===== config.mk =====
export PLATFORM = sky130hd
export DESIGN_NAME = rx_frame_packer_flat
export DESIGN_NICKNAME = d
export VERILOG_FILES = /design/src/rtl/rx_frame_packer_if.sv /design/src/rtl/rx_frame_packer.sv /design/src/flat_wrapper.sv
export SDC_FILE = /design/constraint.sdc
export NUM_CORES = 1
export LEC_CHECK = 0
export CAP_MARGIN = 10
export CORE_MARGIN = 2
export CORE_UTILIZATION = 40
export CTS_BUF_LIST = sky130_fd_sc_hd__clkbuf_16
export DETAILED_ROUTE_END_ITERATION = 7
export PLACE_DENSITY_LB_ADDON = 0.25
export SKIP_CTS_REPAIR_TIMING = 1
export SLEW_MARGIN = 20
export SYNTH_ARGS = -nofsm -noshare
export SYNTH_HDL_FRONTEND = slang
export SYNTH_SLANG_ARGS = --single-unit
export TNS_END_PERCENT = 5

===== constraint.sdc =====
create_clock -name clk -period 5 [get_ports clk]
set_input_delay 1 -clock clk [delete_from_list [all_inputs] [get_ports clk]]
set_output_delay 1 -clock clk [all_outputs]
set_load 0.02 [all_outputs]

===== src/rtl/rx_frame_packer_if.sv =====
// rx_frame_packer_if
// Groups the two streams of the frame packer:
//   rx_tdata/rx_tvalid  : per-channel decimated I/Q samples (no ready, never stalled)
//   out_t*              : packed frame stream with valid/ready handshake
// Modports:
//   master : the environment (drives samples and out_tready)
//   slave  : the packer itself
interface rx_frame_packer_if #(
    parameter int NR = 6,
    parameter int SW = 24
);
    logic [NR*2*SW-1:0] rx_tdata;
    logic [NR-1:0]      rx_tvalid;
    logic [2*SW-1:0]    out_tdata;
    logic [3:0]         out_tuser;
    logic               out_tlast;
    logic               out_tvalid;
    logic               out_tready;

    modport master (
        output rx_tdata, rx_tvalid, out_tready,
        input  out_tdata, out_tuser, out_tlast, out_tvalid
    );

    modport slave (
        input  rx_tdata, rx_tvalid, out_tready,
        output out_tdata, out_tuser, out_tlast, out_tvalid
    );
endinterface


===== src/rtl/rx_frame_packer.sv =====
// rx_frame_packer
// Collects one I/Q sample per active receiver channel into holding registers
// and, once every active channel holds a sample, emits them as one frame on a
// valid/ready stream in channel order. Samples arriving on a channel that is
// still full are dropped and counted as overruns.
// Ports:
//   clk        : sample-domain clock
//   rst        : synchronous active-high reset
//   bus        : rx sample inputs and packed output stream (slave modport)
//   active_nr  : channels to pack (0 means 1, values above NR mean NR)
//   ovf_clr    : clears overrun flags and counter
//   ovf_flags  : sticky per-channel overrun flags
//   ovf_cnt    : saturating count of dropped samples
module rx_frame_packer #(
    parameter int NR = 6,
    parameter int SW = 24
) (
    input  logic             clk,
    input  logic             rst,
    rx_frame_packer_if.slave bus,
    input  logic [3:0]       active_nr,
    input  logic             ovf_clr,
    output logic [NR-1:0]    ovf_flags,
    output logic [15:0]      ovf_cnt
);
    localparam int DW = 2 * SW;
    localparam logic [3:0] NR4 = 4'(NR);

    typedef enum logic {S_IDLE, S_SEND} state_t;

    state_t        r_state;
    state_t        w_nextState;

    logic [DW-1:0] r_hold [NR];
    logic [NR-1:0] r_full;
    logic [3:0]    r_idx;
    logic [3:0]    r_nrLat;
    logic [NR-1:0] r_ovfFlags;
    logic [15:0]   r_ovfCnt;

    logic [3:0]    w_effNr;
    logic [NR-1:0] w_active;
    logic [NR-1:0] w_xferVec;
    logic [NR-1:0] w_capture;
    logic [NR-1:0] w_overrun;
    logic [4:0]    w_ovfNum;
    logic [16:0]   w_ovfSum;
    logic [DW-1:0] w_sendWord;
    logic          w_xfer;
    logic          w_last;
    logic          w_allFull;
    logic          w_sending;

    // Effective channel count: zero is promoted to one, oversize is clamped.
    always_comb begin
        w_effNr = active_nr;
        if (active_nr == 4'd0) begin
            w_effNr = 4'd1;
        end else if (active_nr > NR4) begin
            w_effNr = NR4;
        end
    end

    assign w_sending = (r_state == S_SEND);
    assign w_xfer    = w_sending && bus.out_tready;
    assign w_last    = (r_idx == r_nrLat - 4'd1);
    // Inactive channels count as satisfied so only active ones gate the frame.
    assign w_allFull = &(r_full | ~w_active);

    // A full channel may still capture when its word leaves in the same cycle.
    always_comb begin
        w_active   = '0;
        w_xferVec  = '0;
        w_capture  = '0;
        w_overrun  = '0;
        w_ovfNum   = '0;
        w_sendWord = '0;
        for (int k = 0; k < NR; k++) begin
            w_active[k]  = (4'(k) < w_effNr);
            w_xferVec[k] = w_xfer && (r_idx == 4'(k));
            w_capture[k] = w_active[k] && bus.rx_tvalid[k] && (!r_full[k] || w_xferVec[k]);
            w_overrun[k] = w_active[k] && bus.rx_tvalid[k] && r_full[k] && !w_xferVec[k];
            w_ovfNum     = w_ovfNum + {4'd0, w_overrun[k]};
            if (r_idx == 4'(k)) begin
                w_sendWord = r_hold[k];
            end
        end
    end

    assign w_ovfSum = {1'b0, r_ovfCnt} + {12'd0, w_ovfNum};

    always_ff @(posedge clk) begin
        if (rst) begin
            r_state <= S_IDLE;
        end else begin
            r_state <= w_nextState;
        end
    end

    always_comb begin
        w_nextState = r_state;
        case (r_state)
            S_IDLE:  if (w_allFull) w_nextState = S_SEND;
            S_SEND:  if (w_xfer && w_last) w_nextState = S_IDLE;
            default: w_nextState = S_IDLE;
        endcase
    end

    // The channel count is latched only when a frame starts, so a run-time
    // change of active_nr never truncates or extends a frame in flight.
    always_ff @(posedge clk) begin
        if (rst) begin
            r_idx   <= 4'd0;
            r_nrLat <= 4'd1;
        end else if (r_state == S_IDLE) begin
            if (w_allFull) begin
                r_idx   <= 4'd0;
                r_nrLat <= w_effNr;
            end
        end else if (w_xfer) begin
            r_idx <= r_idx + 4'd1;
        end
    end

    // Inactive channels are forced empty; their held data stays in place so a
    // frame already latched with a larger count still emits correct words.
    always_ff @(posedge clk) begin
        if (rst) begin
            r_full <= '0;
            for (int k = 0; k < NR; k++) begin
                r_hold[k] <= '0;
            end
        end else begin
            for (int k = 0; k < NR; k++) begin
                if (w_capture[k]) begin
                    r_hold[k] <= bus.rx_tdata[k*DW +: DW];
                    r_full[k] <= 1'b1;
                end else if (w_xferVec[k] || !w_active[k]) begin
                    r_full[k] <= 1'b0;
                end
            end
        end
    end

    // Clear wins over a simultaneous overrun; the count saturates at 0xFFFF.
    always_ff @(posedge clk) begin
        if (rst || ovf_clr) begin
            r_ovfFlags <= '0;
            r_ovfCnt   <= '0;
        end else begin
            r_ovfFlags <= r_ovfFlags | w_overrun;
            r_ovfCnt   <= w_ovfSum[16] ? 16'hFFFF : w_ovfSum[15:0];
        end
    end

    assign bus.out_tvalid = w_sending;
    assign bus.out_tdata  = w_sending ? w_sendWord : '0;
    assign bus.out_tuser  = w_sending ? r_idx : 4'd0;
    assign bus.out_tlast  = w_sending && w_last;
    assign ovf_flags      = r_ovfFlags;
    assign ovf_cnt        = r_ovfCnt;
endmodule


===== src/flat_wrapper.sv =====
// flat-port wrapper written by rule: the top's interface ports become plain ports
module rx_frame_packer_flat 
#(
    parameter int NR = 6,
    parameter int SW = 24
)
  (clk, rst, active_nr, ovf_clr, ovf_flags, ovf_cnt, bus_rx_tdata, bus_rx_tvalid, bus_out_tready, bus_out_tdata, bus_out_tuser, bus_out_tlast, bus_out_tvalid);
  rx_frame_packer_if #(.NR(NR), .SW(SW)) bus_i ();
  input  logic clk;
  input  logic rst;
  input  logic [3:0] active_nr;
  input  logic ovf_clr;
  output logic [NR-1:0] ovf_flags;
  output logic [15:0] ovf_cnt;
  input wire logic [$bits(bus_i.rx_tdata)-1:0] bus_rx_tdata;
  input wire logic [$bits(bus_i.rx_tvalid)-1:0] bus_rx_tvalid;
  input wire logic [$bits(bus_i.out_tready)-1:0] bus_out_tready;
  output wire logic [$bits(bus_i.out_tdata)-1:0] bus_out_tdata;
  output wire logic [$bits(bus_i.out_tuser)-1:0] bus_out_tuser;
  output wire logic [$bits(bus_i.out_tlast)-1:0] bus_out_tlast;
  output wire logic [$bits(bus_i.out_tvalid)-1:0] bus_out_tvalid;
  assign bus_i.rx_tdata = bus_rx_tdata;
  assign bus_i.rx_tvalid = bus_rx_tvalid;
  assign bus_i.out_tready = bus_out_tready;
  assign bus_out_tdata = bus_i.out_tdata;
  assign bus_out_tuser = bus_i.out_tuser;
  assign bus_out_tlast = bus_i.out_tlast;
  assign bus_out_tvalid = bus_i.out_tvalid;
  rx_frame_packer #(.NR(NR), .SW(SW)) u_core (.clk(clk), .rst(rst), .bus(bus_i), .active_nr(active_nr), .ovf_clr(ovf_clr), .ovf_flags(ovf_flags), .ovf_cnt(ovf_cnt));
endmodule

==> summary.md <==
| Metric | Value |
|---|---|
| Dominant cells by area after synthesis | edfxtp_1, and2_1, dfxtp_1 |
| Finished Layout Cells | 2232 |
| EDFF count, synth | 288 |
| Clk sinks | 325 |
| Routed wire per std cell | 21.4 um |
| Largest net degree at the start of global routing | 97 |
| IO buf count | 377 |
| Critical path type | primary input to flip-flop |
| Initial antenna violation count | 8 |
| Crit-path slowest cell | or4b_1 |
| Fmax | 208 MHz |
| DRC violation count after routing | 0 |
| Yosys top cell area share | 0.559 |
| Area grow syn2layout | 37.1% |
| Post-synthesis sequential area ratio | 0.607 |
| Peak supply drop | 0.222 mV |
| First-pass GRT wire length | 72.1 mm |
| Fin. max-slew vios | 0 |
| H-tree depth | 2 |
| Slew headroom | 0.301 |
| Warnings, synthesis | 0 |
| DP Area | 20000 um2 |
| Crit path cell chain | clkdlybuf4s50_1, or3_1, and3_1, ha_1, inv_1, fa_1, fa_1, fa_1, fa_1, and2b_2, o2111ai_2, or4b_1, o211a_1 |
| TritonCTS clock tree | yes |
| Via-per-instance ratio | 5.26 |
| Setup TNS Final | 0 ps |
| Hold crit path type | flip-flop to flip-flop |
| Detailed Routing Iterations Pass 1 | 4 |
| Routed WL | 47.9 mm |
| Post-synth top area cell | edfxtp_1 |
| Row count | 72 |
| DPL Wire Length | 32.1 mm |
| Max-cap violations | 0 |
| Cells after Synth | 1307 |
| Worst Setup End Kind | flip-flop |
| Cell variety after synth | 62 |
| Fin crit period | 4800 ps |
| Final Cycle Share | 0.960 |
| Final setup viols | 0 |
| Worst-path clk slew | 60 ps |
| CP Data Required Time | 5420 ps |
| Mapped cell area | 15500 um2 |
| Die W | 201 um |
| CTS Buf Count | 38 |
| Core ar. | 38400 um2 |
| Clock Skew | 9.89 ps |
| Worst Path Arrival | 5220 ps |
| Worst path max stage delay | 520 ps |
| Layout cell share with drive strength beyond 1 | 0.0984 |
| I/O pins | 378 |
| Placed Cells | 2158 |
| Top FF cell, synth | edfxtp_1 |
| DR vias | 11700 |
| CP max FO | 3 |
| Mean Syn Cell Area | 11.8 um2 |
| Clk root buf | clkbuf_16 |
| Clock tree buffer depth | 3 |
| Total global routing overflow | 0 |
| Routability cong. | 0.865 |
| Filler cells | 3302 |
| Clk_lat worst skew | 520 ps |
| Starting DRT DRC Count | 773 |
| Pleak | 8.01 nW |
| Unrepaired setup endpoints after global routing | no |
| Design area | 21200 um2 |
| Ys async rst share | 0 |
| Total GRT Usage | 0.236 |
| Least-Margin Pin Slew | 1050 ps |
| Chip Height | 201 um |
| Initial Utilization | 0.403 |
| Mapped Nets | 1622 |
| Worst hold slack | 458 ps |
| Startpoint types | primary input |
| Number of global-route vias before repair | 12100 |
| Seq cells post-synth | 325 |
| PD cells | 306 nW/um2 |
| Status | completed |
| Fin. Hold Viols | 0 |
| DRT antenna net count | 0 |
| # nets final | 1997 |
| Final core occ | 0.552 |
| Overall die area | 40200 um2 |
| Most used cell, CP | fa_1 |
## cell families after synthesis
| family | Yosys count | share of synthesized area |
|---|---|---|
| buf+inv | 124 | 0.0394 |
| compound gates | 301 | 0.129 |
| xor+xnor | 17 | 0.0105 |
| fa+ha+maj | 14 | 0.0131 |
| mux | 4 | 0.00259 |
| flops | 325 | 0.607 |
| simple gates | 522 | 0.198 |
## through the flow
step	setup WS [ps]	power, mW
floorplan	20.3	3.51
finish	201	6.49
global placement	-438	3.88
global route	36.3	6.70
CTS	47.9	6.54
detailed placement	-491	3.90
## critical path, delay by kind of cell
family                   cells  cell delay, ps
adder cells (fa/ha/maj)      5            2050
buffers and inverters        2             490
AO/OA/AOI/OAI                2             250
AND/OR/NAND/NOR              4            1410
## power breakdown
part,internal (mW),total (mW),switching (mW)
combinational,0.340,0.622,0.281
clock,1.57,2.65,1.08
sequential,3.17,3.22,0.0510
total,5.08,6.49,1.41
## routing by layer
layer / GRT usage / share of wire / vias up
met5: 0 / 0.00033 / -
met4: 0.0598 / 0.021 / 2
met3: 0.0498 / 0.072 / 59
met2: 0.395 / 0.49 / 481
met1: 0.312 / 0.42 / 5759
li1: - / - / 5433
## path summary, 6_finish.rpt
kind | from | to | slack (ps) | depth (start not counted)
hold reg to reg | u_core.ovf_flags[5] | u_core.ovf_flags[5] | 460 | 2
setup reg to reg | u_core.r_idx[0] | u_core.ovf_cnt[14] | 580 | 14
hold / removal | u_core.ovf_flags[5] | u_core.ovf_flags[5] | 460 | 2
setup / recovery | active_nr[1] | u_core.ovf_cnt[14] | 200 | 13
## state kept, by name (all words and copies together) (netlist names)
register	count
u_core.bus.out_tvalid	1
u_core.ovf_cnt	16
u_core.ovf_flags	6
u_core.r_full	6
u_core.r_hold	288
u_core.r_idx	4
u_core.r_nrLat	4
## cells in the final DEF (no fill, tap or decap), types with 40 or more instances in the layout
cell and count:
a21oi_1 40, clkdlybuf4s50_1 376, o22ai_1 47, buf_4 51, a21o_1 48, nand3b_1 50, nand2_1 107, o21ai_0 54
and2_1 291, a31oi_1 49, edfxtp_1 288, clkbuf_16 41
## Yosys cell counts, drive strengths merged, types with 37 or more instances
master  number
edfxtp     288
dfxtp       37
o22ai       47
nand2      109
buf         45
a31oi       49
a21oi       70
and2       291
a21o        48
clkbuf      53
nand3b      50
o21ai       54
## area by class of cell
class	instances	area, um2	share of cell area
Timing Repair Buffer	433	4250	0.201
Sequential cell	325	9390	0.443
Antenna cell	6	15.0	0.000708
Clock buffer	41	1030	0.0484
Inverter	26	97.6	0.00460
Multi-Input combinational cell	858	5600	0.264
Clock inverter	25	160	0.00756
Tap cell	518	648	0.0306
(Power assumes the default switching activity.)
